[src/rtl/branch_predictor.sv]
// Fetch-stage BTB + 2-bit BHT predictor with EX-stage training and saturating stats.
// Lookup and Pred_True are combinational; training takes one edge; no backpressure.
module branch_predictor #(
    parameter int BTB_IDX_W = 6,
    parameter int BHT_IDX_W = 8
) (
    input  logic        clk,
    input  logic        rst,
    input  logic [31:0] PCF,
    output logic        BTBF,
    output logic        BHTF,
    output logic [31:0] BTB_Target,
    input  logic        BranchValidE,
    input  logic [31:0] PCE,
    input  logic        TakenE,
    input  logic [31:0] TargetE,
    input  logic        BTBE,
    input  logic        BHTE,
    output logic        Pred_True,
    output logic [31:0] BranchCnt,
    output logic [31:0] MispredCnt
);

    localparam int BTB_N = 1 << BTB_IDX_W;
    localparam int BHT_N = 1 << BHT_IDX_W;
    localparam int TAG_W = 30 - BTB_IDX_W;

    logic             btb_valid  [BTB_N];
    logic [TAG_W-1:0] btb_tag    [BTB_N];
    logic [31:0]      btb_target [BTB_N];
    logic [1:0]       bht        [BHT_N];

    logic [BTB_IDX_W-1:0] f_btb_idx;
    logic [TAG_W-1:0]     f_tag;
    logic [BHT_IDX_W-1:0] f_bht_idx;
    logic [BTB_IDX_W-1:0] e_btb_idx;
    logic [TAG_W-1:0]     e_tag;
    logic [BHT_IDX_W-1:0] e_bht_idx;
    logic                 unused_addr_bits;

    assign f_btb_idx = PCF[BTB_IDX_W+1:2];
    assign f_tag     = PCF[31:BTB_IDX_W+2];
    assign f_bht_idx = PCF[BHT_IDX_W+1:2];
    assign e_btb_idx = PCE[BTB_IDX_W+1:2];
    assign e_tag     = PCE[31:BTB_IDX_W+2];
    assign e_bht_idx = PCE[BHT_IDX_W+1:2];

    // Instructions are word aligned, so the byte offset never selects anything.
    assign unused_addr_bits = ^{PCF[1:0], PCE[1:0]};

    assign BTBF       = btb_valid[f_btb_idx] && (btb_tag[f_btb_idx] == f_tag);
    assign BHTF       = bht[f_bht_idx][1];
    assign BTB_Target = BTBF ? btb_target[f_btb_idx] : 32'h0;
    assign Pred_True  = ((BTBE & BHTE) == TakenE);

    always_ff @(posedge clk or posedge rst) begin
        if (rst) begin
            for (int i = 0; i < BTB_N; i++) btb_valid[i] <= 1'b0;
            for (int i = 0; i < BHT_N; i++) bht[i] <= 2'b01;
            BranchCnt  <= 32'h0;
            MispredCnt <= 32'h0;
        end else if (BranchValidE) begin
            if (TakenE) begin
                btb_valid[e_btb_idx] <= 1'b1;
                if (bht[e_bht_idx] != 2'b11) bht[e_bht_idx] <= bht[e_bht_idx] + 2'b01;
            end else begin
                if (bht[e_bht_idx] != 2'b00) bht[e_bht_idx] <= bht[e_bht_idx] - 2'b01;
            end
            if (BranchCnt != 32'hFFFF_FFFF) BranchCnt <= BranchCnt + 32'h1;
            if (!Pred_True && (MispredCnt != 32'hFFFF_FFFF)) MispredCnt <= MispredCnt + 32'h1;
        end
    end

    // Tag and target are qualified by the valid bit, so they need no reset.
    always_ff @(posedge clk) begin
        if (BranchValidE && TakenE) begin
            btb_tag[e_btb_idx]    <= e_tag;
            btb_target[e_btb_idx] <= TargetE;
        end
    end

endmodule

[config.mk]
export PLATFORM = sky130hd
export DESIGN_NAME = branch_predictor
export DESIGN_NICKNAME = d
export VERILOG_FILES = /design/src/rtl/branch_predictor.sv
export SDC_FILE = /design/constraint.sdc
export NUM_CORES = 2
export LEC_CHECK = 0
export CORE_ASPECT_RATIO = 0.5
export CORE_MARGIN = 2
export CORE_UTILIZATION = 28
export CTS_CLUSTER_SIZE = 30
export DETAILED_ROUTE_END_ITERATION = 8
export MAX_ROUTING_LAYER = met4
export SYNTH_ARGS = -nofsm -noshare
export SYNTH_HDL_FRONTEND = slang
export SYNTH_SLANG_ARGS = --single-unit
[constraint.sdc]
create_clock -name clk -period 38.5 [get_ports clk]
set_input_delay 9.625 -clock clk [delete_from_list [all_inputs] [get_ports clk]]
set_output_delay 9.625 -clock clk [all_outputs]
set_load 0.02 [all_outputs]
==> results.tsv <==
stage	metric	value	unit
clock_network	path_clk_slew	0.06	ns
die	fp-row-count	201	
sta	tightest_slew	1.33	ns
synthesis	synth_seq_cells	4224	
global_routing	grt_util_met3	2.34	%
synthesis	synthTopCellsByArea	edfxtp_1 (64%), mux4_2 (16%), dfrtp_1 (5.7%), dfstp_2 (4.0%), mux2_2 (3.6%)	
worst_setup_path	cp_num_buf_inv	7	
place	dpl-instance-area	181000	um2
worst_setup_path	cpMostUsedCell	buf_4	
worst_setup_path	slowest_stage	buf_4	
finish	fin_util	32.2	%
global_routing	busiest_layer	met2	
finish	fin_nets	8436	
die	start_util	28.2	%
synthesis	synth_edf_count	3584	
sta	rsz0062_at_grt	false	
sta	setup_viol	0	
place	numPortBuffers	196	
finish	final_layout_size_suffix_gt1_share	35.0	%
clock_network	root_buffer	clkbuf_16	
global_routing	grt_overflow	0	
sta	worst_slack	11.71	ns
worst_setup_path	reg2reg_slack	33.06	ns
worst_setup_path	crit_chain	buf_8, buf_12, buf_4, buf_4, buf_4, mux4_2, and2_1, a211oi_1, a211oi_1, o211ai_2, xnor2_1, or4_1, nor4_4, buf_4, and3_1, clkdlybuf4s50_1	
die	die_x	1.10	mm
global_routing	antenna_found_initial	54	
synthesis	ys_seq_area_share	73.2	%
global_routing	grt_usage	16.0	%
run_status	status	completed	
sta	finalSetupTns	0	ns
synthesis	synth_nets	8079	
synthesis	syn_area	169000	um2
sta	clock-skew-final	0.0773	ns
sta	final-hold-violation-count	0	
clock_network	cts-resized-gates	0	
worst_setup_path	cp-start-kind	primary input	
synthesis	yosysTopAreaCell	edfxtp_1	
clock_network	numClockSinks	4224	
clock_network	post_cts_buffers	0	
global_routing	grtUsageMet2	25.3	%
global_routing	grt_pass1_wl	683	mm
clock_network	cts_made_buffers	387	
clock_network	cts_max_level	5	
global_routing	grt_max_degree	153	
sta	whs	0.465	ns
die	ios	201	
flow_run	maxCapViolations	0	
place	dp_hpwl	263	mm
clock_network	clk_latency	0.97	ns
sta	timing.final.crit_share	69.6	%
worst_setup_path	timing_worst_setup_path_type	in -> out	
place	placed_cells	15959	
finish	stdcell_area	193000	um2
finish	syn_to_final_growth	14.2	%
sta	fin_crit	26.79	ns
synthesis	yosysTopAreaCellShare	63.6	%
drt	viasPerCell	5.20	
synthesis	yosysWarnings	0	
worst_setup_path	cp-end-kind	primary output	
die	dieArea	611000	um2
sta	max_freq	0.0373	GHz
worst_setup_path	cp.arrival	17.16	ns
drt	vias	86827	
synthesis	syn_inst	7973	
drt	drtPass1Iterations	6	
place	dp_worst_setup_slack	11.83	ns
drt	antenna_left	0	
clock_network	cts_tree	built	
finish	layout_commonest_cell	edfxtp_1	
die	core-area	601000	um2
pwr	ir_worst_vdd	40.0	uV
place	routabilityCongestion	0.794	
drt	drt-total-wl	490	mm
pwr	leakage	62.5	nW
synthesis	syn_area_per_cell	21.2	um2
drt	drt_iter0_markers	12575	
worst_setup_path	path_delay_family	buffers and inverters	
synthesis	synthFlopType	edfxtp_1	
worst_setup_path	critical_path_required	28.88	ns
worst_setup_path	worstPathMaxFanout	77	
worst_setup_path	critical-path-max-stage-delay	0.78	ns
drt	drc	0	
min_path	hold_path_class	reg -> reg	
pwr	power	9.38	mW
clock_network	ctsHoldBuffers	0	
die	die_y	554	um
finish	mostFrequentLayoutCells	edfxtp_1 (3,584), mux4_2 (1,228), mux2_2 (542)	
global_routing	met1_usage	21.8	%
sta	slew_headroom	11.1	%
pwr	p_per_area	48.5	nW/um2
synthesis	synthArstFlopShare	15.2	%
sta	slew_viol_final	0	
global_routing	first_global_vias	85777	
finish	stdcell_count	16692	
drt	avgRoutedWirePerCell	29.4	um
synthesis	ys_types	77	
clock_network	cts_max_path_buffers	4	
cell type report:
class / instances / area [um2]
Antenna cell: 21 / 52.6
Clock buffer: 505 / 10400
Clock inverter: 207 / 1820
Fill cell: 56559 / 407000
Inverter: 15 / 76.3
Multi-Input combinational cell: 3259 / 43400
Sequential cell: 4224 / 124000
Tap cell: 8018 / 10000
Timing Repair Buffer: 443 / 3610
layer usage:
metal  routed length [um]  up-vias
met2               234000     4459
met1               199000    47866
li1                     -    33734
met3                44100      768
met4                13000        0
met5                    0        -
synth_stat cells, types with 36 or more instances:
cell,count
xnor2_1,50
mux2i_1,206
nand3_1,61
o21ai_0,36
edfxtp_1,3584
or2_2,68
o22ai_1,55
nand2_1,166
mux2_2,542
dfstp_2,256
clkbuf_1,237
nor2_1,386
and3_1,54
buf_4,40
mux4_2,1228
buf_2,125
dfrtp_1,384
power breakdown:
group          switching (mW)  leakage, nW  total [mW]  internal, mW
Combinational           0.323         16.4       0.535         0.212
Sequential             0.0280         40.1        5.05          5.02
Clock                    1.75         5.98        3.80          2.05
Total                    2.10         62.5        9.38          7.29
sequential cells by signal (all words and copies together) (netlist names), named ones only:
| register | cells |
|---|---|
| btb_tag | 1536 |
| MispredCnt | 32 |
| bht | 256 |
| btb_target | 2048 |
| btb_valid | 64 |
| BranchCnt | 32 |
final timing paths:
kind | startpoint | endpoint | cells after the start
min in group asynchronous | rst | bht[469]$_DFFE_PP0P_ | 2
worst max-delay path | PCF[3] | BTB_Target[10] | 16
worst max register to register | register | bht[51]$_DFFE_PP0P_ | 13
worst min-delay path | btb_valid[50]$_DFFE_PP0P_ | btb_valid[50]$_DFFE_PP0P_ | 1
worst min register to register | btb_valid[50]$_DFFE_PP0P_ | btb_valid[50]$_DFFE_PP0P_ | 1
max in group asynchronous | rst | btb_valid[14]$_DFFE_PP0P_ | 4
worst reg2reg max path, delay by kind of cell (launching register included):
family,cells,cell delay [ns]
mux,5,2.04
simple gates,7,2.69
flops,1,0.37
fa+ha+maj,1,0.22
cell families after synthesis:
logic type | count (synthesis) | share of synthesized area, %
flip-flops | 4224 | 73.2
multiplexers | 1976 | 21.2
AND/OR/NAND/NOR | 903 | 2.49
buffers and inverters | 490 | 1.44
AO/OA/AOI/OAI | 298 | 1.24
XOR/XNOR | 78 | 0.404
adder cells (fa/ha/maj) | 4 | 0.0296
Note: power is estimated with default switching activity, not from simulation.
